## config.mk

```make
export PLATFORM = sky130hd
export DESIGN_NAME = panda_icb_arbiter
export DESIGN_NICKNAME = d
export VERILOG_FILES = /design/src/rtl/panda_icb_arbiter.sv
export SDC_FILE = /design/constraint.sdc
export NUM_CORES = 1
export LEC_CHECK = 0
export ABC_AREA = 1
export CAP_MARGIN = 30
export CORE_AREA = 5 5 108 110
export DETAILED_ROUTE_END_ITERATION = 6
export DIE_AREA = 0 0 113 115
export GPL_ROUTABILITY_DRIVEN = 0
export GPL_TIMING_DRIVEN = 0
export MAX_ROUTING_LAYER = met4
export PLACE_DENSITY = 0.67
export SLEW_MARGIN = 20
export SYNTH_ARGS = -nofsm -noshare
export SYNTH_HDL_FRONTEND = slang
export SYNTH_SLANG_ARGS = --single-unit
```

## constraint.sdc

```tcl
create_clock -name clk -period 4.6 [get_ports clk]
set_input_delay 0.46 -clock clk [delete_from_list [all_inputs] [get_ports clk]]
set_output_delay 0.46 -clock clk [all_outputs]
set_load 0.05 [all_outputs]
```

## src/rtl/panda_icb_arbiter.sv

```systemverilog
// Round-robin ICB arbiter: MST_N masters share one slave port; an in-order
// outstanding-ID FIFO steers each slave response back to its issuing master.
module panda_icb_arbiter #(
   parameter int MST_N     = 2,
   parameter int ADDR_W    = 32,
   parameter int DATA_W    = 32,
   parameter int OST_DEPTH = 4
) (
   input  logic                       clk,
   input  logic                       rst_n,
   input  logic [MST_N*ADDR_W-1:0]    m_cmd_addr_i,
   input  logic [MST_N-1:0]           m_cmd_read_i,
   input  logic [MST_N*DATA_W-1:0]    m_cmd_wdata_i,
   input  logic [MST_N*DATA_W/8-1:0]  m_cmd_wmask_i,
   input  logic [MST_N-1:0]           m_cmd_valid_i,
   output logic [MST_N-1:0]           m_cmd_ready_o,
   output logic [DATA_W-1:0]          m_rsp_rdata_o,
   output logic                       m_rsp_err_o,
   output logic [MST_N-1:0]           m_rsp_valid_o,
   input  logic [MST_N-1:0]           m_rsp_ready_i,
   output logic [ADDR_W-1:0]          s_cmd_addr_o,
   output logic                       s_cmd_read_o,
   output logic [DATA_W-1:0]          s_cmd_wdata_o,
   output logic [DATA_W/8-1:0]        s_cmd_wmask_o,
   output logic                       s_cmd_valid_o,
   input  logic                       s_cmd_ready_i,
   input  logic [DATA_W-1:0]          s_rsp_rdata_i,
   input  logic                       s_rsp_err_i,
   input  logic                       s_rsp_valid_i,
   output logic                       s_rsp_ready_o
);

   localparam int ID_W  = $clog2(MST_N);
   localparam int PTR_W = $clog2(OST_DEPTH);
   localparam int CNT_W = $clog2(OST_DEPTH) + 1;
   localparam int MSK_W = DATA_W / 8;

   logic [ID_W-1:0]  rr_ptr_q,  rr_ptr_d;
   logic             lock_vld_q, lock_vld_d;
   logic [ID_W-1:0]  lock_id_q, lock_id_d;
   logic [CNT_W-1:0] count_q,   count_d;
   logic [PTR_W-1:0] wr_ptr_q,  wr_ptr_d;
   logic [PTR_W-1:0] rd_ptr_q,  rd_ptr_d;
   logic [ID_W-1:0]  fifo_q [OST_DEPTH];

   logic             full_s;
   logic             grant_vld_s;
   logic [ID_W-1:0]  grant_id_s;
   logic [ID_W-1:0]  head_id_s;
   logic             push_s;
   logic             pop_s;

   assign full_s    = (count_q == CNT_W'(OST_DEPTH));
   assign head_id_s = fifo_q[rd_ptr_q];
   assign push_s    = s_cmd_valid_o && s_cmd_ready_i;
   assign pop_s     = s_rsp_valid_i && s_rsp_ready_o;

   // Winner selection; gated by rst_n so nothing is offered while in reset.
   always_comb begin
      logic [ID_W-1:0] idx;
      idx         = '0;
      grant_vld_s = 1'b0;
      grant_id_s  = '0;
      if (lock_vld_q) begin
         grant_vld_s = 1'b1;
         grant_id_s  = lock_id_q;
      end else if (rst_n && !full_s) begin
         for (int k = 0; k < MST_N; k++) begin
            idx = ID_W'((int'(rr_ptr_q) + k) % MST_N);
            if (!grant_vld_s && m_cmd_valid_i[idx]) begin
               grant_vld_s = 1'b1;
               grant_id_s  = idx;
            end
         end
      end else begin
         grant_vld_s = 1'b0;
      end
   end

   // Command payload mux and per-master ready.
   always_comb begin
      s_cmd_addr_o  = m_cmd_addr_i[ADDR_W-1:0];
      s_cmd_read_o  = m_cmd_read_i[0];
      s_cmd_wdata_o = m_cmd_wdata_i[DATA_W-1:0];
      s_cmd_wmask_o = m_cmd_wmask_i[MSK_W-1:0];
      s_cmd_valid_o = grant_vld_s;
      m_cmd_ready_o = '0;
      for (int i = 0; i < MST_N; i++) begin
         if (grant_id_s == ID_W'(i)) begin
            s_cmd_addr_o  = m_cmd_addr_i[i*ADDR_W +: ADDR_W];
            s_cmd_read_o  = m_cmd_read_i[i];
            s_cmd_wdata_o = m_cmd_wdata_i[i*DATA_W +: DATA_W];
            s_cmd_wmask_o = m_cmd_wmask_i[i*MSK_W +: MSK_W];
            m_cmd_ready_o[i] = grant_vld_s && s_cmd_ready_i;
         end else begin
            m_cmd_ready_o[i] = 1'b0;
         end
      end
   end

   // Response steering to the master at the FIFO head; empty FIFO stalls the slave.
   always_comb begin
      m_rsp_rdata_o = s_rsp_rdata_i;
      m_rsp_err_o   = s_rsp_err_i;
      m_rsp_valid_o = '0;
      s_rsp_ready_o = 1'b0;
      if (count_q != '0) begin
         for (int i = 0; i < MST_N; i++) begin
            if (head_id_s == ID_W'(i)) begin
               m_rsp_valid_o[i] = s_rsp_valid_i;
               s_rsp_ready_o    = m_rsp_ready_i[i];
            end else begin
               m_rsp_valid_o[i] = 1'b0;
            end
         end
      end else begin
         s_rsp_ready_o = 1'b0;
      end
   end

   // Next-state for round-robin pointer, lock and FIFO bookkeeping.
   always_comb begin
      rr_ptr_d   = rr_ptr_q;
      lock_vld_d = lock_vld_q;
      lock_id_d  = lock_id_q;
      wr_ptr_d   = wr_ptr_q;
      rd_ptr_d   = rd_ptr_q;
      count_d    = count_q;
      if (push_s) begin
         rr_ptr_d   = (grant_id_s == ID_W'(MST_N - 1)) ? '0 : grant_id_s + ID_W'(1);
         lock_vld_d = 1'b0;
         wr_ptr_d   = wr_ptr_q + PTR_W'(1);
      end else if (s_cmd_valid_o) begin
         lock_vld_d = 1'b1;
         lock_id_d  = grant_id_s;
      end else begin
         lock_vld_d = lock_vld_q;
      end
      if (pop_s) begin
         rd_ptr_d = rd_ptr_q + PTR_W'(1);
      end else begin
         rd_ptr_d = rd_ptr_q;
      end
      case ({push_s, pop_s})
         2'b10:   count_d = count_q + CNT_W'(1);
         2'b01:   count_d = count_q - CNT_W'(1);
         default: count_d = count_q;
      endcase
   end

   // State registers and FIFO storage.
   always_ff @(posedge clk or negedge rst_n) begin
      if (!rst_n) begin
         rr_ptr_q   <= '0;
         lock_vld_q <= 1'b0;
         lock_id_q  <= '0;
         count_q    <= '0;
         wr_ptr_q   <= '0;
         rd_ptr_q   <= '0;
         for (int i = 0; i < OST_DEPTH; i++) begin
            fifo_q[i] <= '0;
         end
      end else begin
         rr_ptr_q   <= rr_ptr_d;
         lock_vld_q <= lock_vld_d;
         lock_id_q  <= lock_id_d;
         count_q    <= count_d;
         wr_ptr_q   <= wr_ptr_d;
         rd_ptr_q   <= rd_ptr_d;
         if (push_s) begin
            fifo_q[wr_ptr_q] <= grant_id_s;
         end
      end
   end

endmodule

```

* Word level (Yosys, flattened, before mapping) *
Cells that the tools add are included.

word-level totals
  bits in registers = 14
  bits of input ports = 179
  output and inout bits = 108
  logic and storage cells = 73

cells by class
  add/sub/neg operators = 6
  order comparisons = 5
  equal/unequal tests = 3
  muxes and demuxes = 35
  bitwise gates (word level) = 3
  reduce and logical (&&, ||, !) cells = 11

operators with widths
  cell                 count
  $mux 32              2
  $mux 1               27
  $ge 3x3->1 const B   2
  $not 2->3            2
  $pmux 3 s2           1
  $logic_and 1x1->1    5
  $add 2x1->2 const B  2
  $bwmux 4             1
  $lt 1x2->1 const B   2
  $mux 4               1
  $reduce_bool 2->1    2
  $add 3x1->3 const B  1
  $eq 3x3->1 const B   1
  $lt 3x1->1 const B   1
  $reduce_bool 3->1    1
  $sub 3x1->3 const B  1
  $add 1x1->1 const B  2
  $bmux 1 s2           1
  $demux 1 s2          1
  $eq 2x1->1 const B   1
  $eq 2x2->1 const B   1
  $logic_not 1->1      2
  $mux 2               1
  $reduce_and 2->1     1
  $not 1->1            1

* Depth between registers and ports, before layout *
Gate-level depths: netlist of run 1.

  word-level depth = 13
  depth in mapped cells = 13
  mapped depth without buffers = 13

* Worst setup path before layout of run 1 *
Ideal clock, no wire load.

  kind = input to register
  start = input port m_cmd_valid_i[1]
  end = register count_q[2]
  setup time = 0.131 ns
  arrival time = 2.093 ns
  data required time = 4.469 ns
  slack = 2.376 ns
  stages on the path = 9
  path buffers = 0
  cell sequence = o211ai_1 nand2_2 nand2_1 ha_1 inv_1 fa_1 a21oi_1 o21ai_0 xor2_1

on the way
  cells in the longest elaborated chain, start to end = 13
  elaborated cells on any way between the ends = 17
  classes of those cells = eq/ne (2); mux (11); reduce/logical (4)

RTL lines
  item                                             RTL line  text
  start: declaration                               15        input logic [MST_N-1:0] m_cmd_valid_i,
  $mux 1 (implied by the code) (2 in series)       70        if (!grant_vld_s && m_cmd_valid_i[idx]) begin
  $mux 1                                           70
  $mux 1                                           67        end else if (rst_n && !full_s) begin
  $mux 1                                           64        if (lock_vld_q) begin
  $logic_not 1->1                                  70
  $logic_and 1x1->1                                70
  $mux 1 (*)                                       70
  $mux 1 (*)                                       67
  $mux 1 (*)                                       64
  named net s_cmd_valid_o                          25        output logic s_cmd_valid_o,
  $logic_and 1x1->1 (*)                            55        assign push_s = s_cmd_valid_o && s_cmd_ready_i;
  $eq 2x1->1 or $eq 2x2->1 (tied branches)         144       case ({push_s, pop_s})
  $pmux 3 s2 or $reduce_bool 2->1 (tied branches)  -
  end signal: assignment                           167       count_q <= count_d;
  end: declaration                                 41        logic [CNT_W-1:0] count_q, count_d;

Mark *: on every way through the listed nets, which the timed path passes. The rest lies on a longest branch. The select of a mux whose other input is x is not followed.
A chain may end at the register's enable or synchronous reset.

* Worst setup path after layout of run 1 *
  start = input port rst_n
  end = output port s_cmd_wdata_o[11]

on the way
  cells in the longest elaborated chain, start to end = 4

RTL lines
  item                RTL line  text
  start: declaration  10        input logic rst_n,
  $logic_and 1x1->1   67
  $mux 1              67
  $mux 1              64
  $mux 32             89        if (grant_id_s == ID_W'(i)) begin
  end: declaration    23        output logic [DATA_W-1:0] s_cmd_wdata_o,

No other way between the ends.

==> summary.txt, run 1 <==
Synthesis
  • Cell area after synthesis: about 2000 um2
  • Yosys warns: 0
  • Syn_nets: 550
  • Largest area contributor in the netlist: nand2_1
  • Mean area per synthesized cell: 5.43 um2
  • Yosys reg bits: 14
  • Count of different cell masters after synthesis: 22
  • Area share of the largest cell type after synthesis: 45.7%
  • Synth Instances: ~370
  • Dominant cells by area after synthesis: nand2_1 (46%), dfrtp_1 (18%), buf_4 (13%)
  • Register area share after synthesis: 17.7%

Clocking
  • Clock transition at path regs: 0.06 ns
  • Setup Buffers After CTS: 0
  • CTS buffer count: 3
  • CTS tree: built
  • CTS Buffer Depth: 2
  • Clock root cell: clkbuf_8
  • Post_cts resized: 0
  • H-tree depth: 1
  • Clk Latency, worst-skew pair: about 0.25 ns
  • Clock sink total: 14
  • CTS Hold Buffers Added: 0

Layout
  • Layout overhead on the synthesized area: 139%
  • Share of cells above drive strength 1: 9.65%
  • Fin area: 4740 um2
  • N_diodes: 0
  • Nets: between 800 and 900
  • Multi-input gate area: 1200 um2
  • Fillers: 1,077
  • Register area: 350 um2

Worst setup path
  • Critical Path RT: 4.14 ns
  • Arrival time at the worst endpoint: about 3.2 ns
  • CP Max Fanout: 16
  • CP cell instances: clkdlybuf4s50_1 > and2_1 > nand2_1 > nand2_2 > inv_2 > buf_2 > nand2_1 > nand2_1 > clkdlybuf4s50_1
  • CP peak stage delay: between 0.8 and 0.9 ns
  • CP Class: in -> out
  • CP startpoint kind: primary input
  • Worst Path Buf+Inv: 4
  • Top delay family on crit path: buffers and inverters
  • Most used cell, CP: nand2_1
  • Crit. End Element: output port
  • Slowest-stage cell, CP: clkdlybuf4s50_1

STA
  • Final setup fails: 0
  • Final Slew Violations: 0
  • Minimum clock period: 3.65 ns
  • Max_slew headroom: 55.3%
  • Fin crit share: 79.3%
  • Setup TNS: 0 ns
  • Clk_skew: between 0.003 and 0.004 ns
  • Slew @ Worst Pin: ~0.67 ns
  • Endpoints failing hold: 0
  • FMAX: 274 MHz
  • RSZ-0062 raised after global routing: no

Floorplanning
  • I/O Pins: 287
  • Cell Rows: 38
  • Core area: roughly 11,000 um2
  • Starting Density: 18.7%
  • Die Y: 115 um
  • Full die area: around 13,000 um2
  • DIE WIDTH: 113 um

Routing
  • Detail Route Antenna Nets: 0
  • WL final: 10.8 mm
  • Drt drc: 0
  • Initial DRC count: 134
  • Via density: 4.06
  • Drt pass-1 iters: 4
  • Via Count: 3,093
  • Avg WL per Cell: roughly 14 um

Power
  • Leak Pwr: 2.31 nW
  • Clock power frac: ~5.7%
  • Max rail drop VDD: 0.226 mV
  • Int Power: approximately 0.9 mW
  • Sw Pwr: 1.22 mW
  • Seq pwr share: roughly a tenth
  • PD cells: approximately 440 nW/um2
  • Sw Ratio: 58.2%
  • Gate power share: 83.7%

Global route
  • First-pass GRT wire length: 15.8 mm
  • GRT overflow: 0
  • Largest net degree at the start of global routing: 17
  • Vias in the first global route: 3,165
  • Gr usage total: between 15 and 20%
  • Initial antenna violation count: 0

Placed design
  • Area post-placement: 4690 um2
  • Port Buf Inserts: between 200 and 300
  • HPWL after DPL: 9.40 mm

Min path
  • Hold Crit Class: reg -> reg

Run status
  • Run status: complete, no violations

Flow run
  • Max_cap viols: 0
[power by group through the flow]
| stage | Sequential, mW | Clock (mW) | Combinational [mW] |
|---|---|---|---|
| 2_1_floorplan | 0.214 | 0 | 1.14 |
| 3_3_place_gp | 0.221 | 0 | 1.74 |
| 3_5_place_dp | 0.224 | 0 | 1.76 |
| 4_1_cts | 0.221 | 0.124 | 1.77 |
| 5_1_grt | 0.230 | 0.130 | 1.88 |
| 6_report | 0.221 | 0.120 | 1.75 |
[layout make-up]
type,instances,share of cell area (%)
flip-flops and latches,14,7.39
well taps,140,3.69
inverters,18,1.42
clock buffers,4,1.16
repair buffers,253,53.4
multi-input cells,285,25.2
plain buffers,48,7.73
[worst reg2reg max path, delay by kind of cell, from the launching register on]
family | cells | cell delay, ns
xor+xnor | 1 | 0.15
simple gates | 3 | 0.46
fa+ha+maj | 2 | 0.56
flops | 1 | 0.39
buf+inv | 2 | 0.17
compound gates | 3 | 0.39
[sequential cells by signal (all words and copies together) (netlist names)]
name	flops
count_q	3
fifo_q	4
lock_id_q	1
lock_vld_q	1
rd_ptr_q	2
rr_ptr_q	1
wr_ptr_q	2
[Yosys cell counts]
cell type,n
nand2_1,241
buf_4,33
dfrtp_1,14
inv_1,14
nand3_1,14
buf_2,8
buf_6,7
nor2_1,6
ha_1,5
inv_2,4
a21oi_1,3
o21ai_0,3
nand2_2,2
nand4_1,2
xor2_1,2
and2_1,1
fa_1,1
nand3_2,1
nor2_2,1
o211ai_1,1
o21ai_1,1
xnor2_1,1
[metal layers]
layer  part of all wire, %  global-route usage (%)
met2                    51                    27.6
met3                   8.5                    2.53
met1                    40                    18.3
met5                     0                       -
met4                   1.3                    3.21
[kinds of logic after synthesis]
| family | share of synthesized area (%) |
|---|---|
| AND/OR/NAND/NOR | 52.7 |
| buffers and inverters | 21.9 |
| flip-flops | 17.7 |
| AO/OA/AOI/OAI | 2.15 |
| adder cells (fa/ha/maj) | 4.17 |
| XOR/XNOR | 1.33 |
[through the flow]
step                power, mW  utilization, %  instances  hold slack, ns  worst slack (ns)
global placement         1.96            44.2        758           0.468             0.879
floorplan                1.35               -        365           0.164              2.38
global route             2.23            44.7        762           0.506             0.643
CTS                      2.11            44.7        762           0.491             0.854
detailed placement       1.99            44.2        758           0.474             0.856
finish                   2.09            44.7        762           0.490             0.950
[final timing paths]
path	end	startpoint	slack, ns	depth (start not counted)
min in group asynchronous	fifo_q[2]$_DFFE_PN0P_	rst_n	0.62	1
min	fifo_q[1]$_DFFE_PN0P_	fifo_q[1]$_DFFE_PN0P_	0.49	2
min reg2reg	fifo_q[1]$_DFFE_PN0P_	fifo_q[1]$_DFFE_PN0P_	0.49	2
max reg2reg	count_q[2]$_DFFE_PN0P_	count_q[1]$_DFFE_PN0P_	2.36	11
max in group asynchronous	rd_ptr_q[0]$_DFFE_PN0P_	rst_n	3.55	1
max	s_cmd_wdata_o[11]	rst_n	0.95	9
[layout by cell type (no fill, tap or decap), drive strengths merged]
cell type      count
fa                 1
clkbuf             4
ha                 5
nand4              2
nand2            243
dfrtp             14
buf               48
clkdlybuf4s50    253
and2               1
xor2               2
nand3             15
xnor2              1
a21oi              3
inv               18
o21ai              4
nor2               7
o211ai             1
No activity file was read; power rests on OpenSTA's default activity.
==> inputs of run 2 (changes only) <==
--- a/config.mk
+++ b/config.mk
@@ -7,13 +7,13 @@
 export LEC_CHECK = 0
 export ABC_AREA = 1
 export CAP_MARGIN = 30
-export CORE_AREA = 5 5 108 110
+export CORE_AREA = 5 5 109 111
 export DETAILED_ROUTE_END_ITERATION = 6
-export DIE_AREA = 0 0 113 115
+export DIE_AREA = 0 0 114 116
 export GPL_ROUTABILITY_DRIVEN = 0
 export GPL_TIMING_DRIVEN = 0
 export MAX_ROUTING_LAYER = met4
-export PLACE_DENSITY = 0.67
+export PLACE_DENSITY = 0.66
 export SLEW_MARGIN = 20
 export SYNTH_ARGS = -nofsm -noshare
 export SYNTH_HDL_FRONTEND = slang
==> constraint.sdc (replaced) <==
create_clock -name clk -period 3.6 [get_ports clk]
set_input_delay 0.36 -clock clk [delete_from_list [all_inputs] [get_ports clk]]
set_output_delay 0.36 -clock clk [all_outputs]
set_load 0.05 [all_outputs]
==> run 2 against run 1 <==
Compared with the run above: sequential power up 29%; setup slack worse by 0.44 ns; power up 27%; largest power group unchanged; global-route usage down 0.56 points; flip-flop and latch count unchanged; cell count unchanged; non-clock buffer count unchanged; critical path depth unchanged; first-iteration DRC count down 2.2%; clock skew down 0.0024 ns; worst hold slack worse by 0.23 ns; critical path type unchanged.
==> summary.txt, run 2 (synthesis gave the netlist of run 1 again) <==
Run status
  • Run status: complete, no violations

Clocking
  • Clock root cell: clkbuf_8
  • CTS Buffer Depth: 2 (unchanged)
  • Clock transition at path regs: 0.06 ns (about the same)
  • Clk Latency, worst-skew pair: 0.24 ns (about the same)
  • H-tree depth: 1 (unchanged)
  • Clock sink total: 14 (unchanged)
  • CTS buffer count: 3 (unchanged)
  • CTS tree: built

STA
  • FMAX: around 320 MHz
  • RSZ-0062 raised after global routing: no
  • Minimum clock period: 3.09 ns
  • Slew @ Worst Pin: 0.674 ns (+0.00627 ns)
  • Max_slew headroom: 55.1% (-0.28 points)
  • Final setup fails: 0 (unchanged)
  • Fin crit share: 85.8%
  • Endpoints failing hold: 0 (unchanged)
  • Final worst slack: 0.512 ns (-0.438 ns)
  • Final Slew Violations: 0 (unchanged)
  • Clk_skew: 0.000792 ns (-0.00242 ns)

Routing
  • Drt pass-1 iters: 4 (unchanged)
  • Avg WL per Cell: 14.2 um (+0.85%)
  • Drt drc: 0 (unchanged)
  • Via Count: 3,098 (+0.16%)
  • Detail Route Antenna Nets: 0 (unchanged)
  • Via density: 4.07 (+0.16%)
  • WL final: 10.9 mm (+0.85%)
  • Initial DRC count: 131 (-2.2%)

Min path
  • Hold Crit Class: in -> async

Global route
  • First-pass GRT wire length: 15.4 mm (-2.3%)
  • Vias in the first global route: 3,128 (-1.2%)
  • GRT overflow: 0 (unchanged)
  • Initial antenna violation count: 0 (unchanged)
  • Gr usage total: 14.9% (-0.56 points)
  • Largest net degree at the start of global routing: 17 (unchanged)

Power
  • Max rail drop VDD: 0.302 mV (+34%)
  • Leak Pwr: 2.32 nW (about the same)
  • PD cells: 562 nW/um2 (+28%)

Layout
  • Multi-input gate area: 1200 um2 (unchanged)
  • Commonest non-fill, non-tap cell in the layout: clkdlybuf4s50_1
  • Layout Cells excl Fill: 762 (unchanged)
  • Most frequent cells in the layout: clkdlybuf4s50_1 (252), nand2_1 (241), buf_4 (33)
  • Largest register FFs: 4 (unchanged)
  • Nets: 808 (unchanged)
  • Layout overhead on the synthesized area: 139% (about the same)
  • Biggest register: fifo_q
  • Core Util, Final: 44.3% (-0.41 points)
  • Share of cells above drive strength 1: 9.65% (unchanged)
  • Register area: 350 um2 (unchanged)
  • Fin area: 4740 um2 (about the same)
  • N_diodes: 0 (unchanged)
  • Fillers: 1,096 (+1.8%)
  • Largest regs: fifo_q: 4 flops, count_q: 3 flops

Floorplanning
  • Cell Rows: 38 (unchanged)
  • I/O Pins: 287 (unchanged)
  • Full die area: 13,200 um2 (+1.8%)
  • Die Y: 116 um (+0.87%)
  • Core area: 10,700 um2 (+0.90%)
  • Starting Density: 18.5% (-0.17 points)
  • DIE WIDTH: 114 um (+0.88%)

Worst setup path
  • CP Class: in -> out
  • CP startpoint kind: primary input
  • Worst r2r path cells: 13 (+2)
  • Crit. End Element: output port
  • CP Max Fanout: 16 (unchanged)
  • Critical Path RT: 3.24 ns (-0.90 ns)
  • Arrival time at the worst endpoint: 2.73 ns (-0.46 ns)

Placed design
  • Pre-CTS setup slack: -0.00444 ns (-0.861 ns)
  • Area post-placement: 4690 um2 (unchanged)
  • Port Buf Inserts: 253 (unchanged)
  • HPWL after DPL: 9.51 mm (+1.2%)
  • Placed instance count: 758 (unchanged)

Flow run
  • Max_cap viols: 0 (unchanged)
[run 2: cell count changes in the layout (fill, tap and decap cells not counted), sizes merged]
| cell | previous run | this run |
|---|---|---|
| dlygate4sd2 | 0 | 1 |
| clkdlybuf4s50 | 253 | 252 |
[run 2: timing repair]
action / in CTS / in global routing
hold buffers: 0 / 0
setup endpoints to repair: 1 / 0
gates resized for setup: 1 / 0
buffers inserted: 0 / 0
[run 2: power breakdown]
group	total (mW)	internal (mW)	leakage [nW]	switching, mW
combinational	2.23	0.788	2.11	1.44
clock	0.152	0.0968	0.0288	0.0551
sequential	0.284	0.232	0.173	0.0529
[run 2: through the flow]
step / setup TNS (ns) / total power, mW / hold WS, ns
global route: 0 / 2.84 / 0.327
floorplan: 0 / 1.73 / 0.0644
global placement: 0 / 2.51 / 0.467
finish: 0 / 2.67 / 0.259
CTS: 0 / 2.70 / 0.289
detailed placement: -0.00444 / 2.53 / 0.477
[run 2: cell type report]
class                           count  share of cell area [%]
Clock buffer                        4                    1.16
Timing Repair Buffer              253                    53.4
Sequential cell                    14                    7.39
Tap cell                          140                    3.69
Buffer                             48                    7.73
Inverter                           18                    1.42
Multi-Input combinational cell    285                    25.2
[run 2: routing by layer]
metal,global-route usage (%),vias up,part of all wire [%]
met5,-,-,0
met1,17.9,1348,40
li1,-,1579,-
met2,26.5,161,51
met4,3.33,0,1.4
met3,1.98,10,7.3
[run 2: worst paths after layout]
path | end | slack (ns) | start
max in group asynchronous | rd_ptr_q[1]$_DFFE_PN0P_ | 2.91 | rst_n
max reg2reg | count_q[2]$_DFFE_PN0P_ | 1.44 | rd_ptr_q[0]$_DFFE_PN0P_
min reg2reg | count_q[0]$_DFFE_PN0P_ | 0.49 | count_q[0]$_DFFE_PN0P_
min in group clk | count_q[0]$_DFFE_PN0P_ | 0.49 | count_q[0]$_DFFE_PN0P_
min | count_q[1]$_DFFE_PN0P_ | 0.26 | rst_n
max | s_cmd_wdata_o[12] | 0.51 | rst_n
[run 2: worst max-delay path, cell delays in order]
cell and delay [ns]:
dlygate4sd2_1 0.46, and2_1 0.28, nand2_1 0.07, nand2_2 0.07
inv_2 0.17, buf_2 0.32, nand2_1 0.08, nand2_1 0.08
clkdlybuf4s50_1 0.82
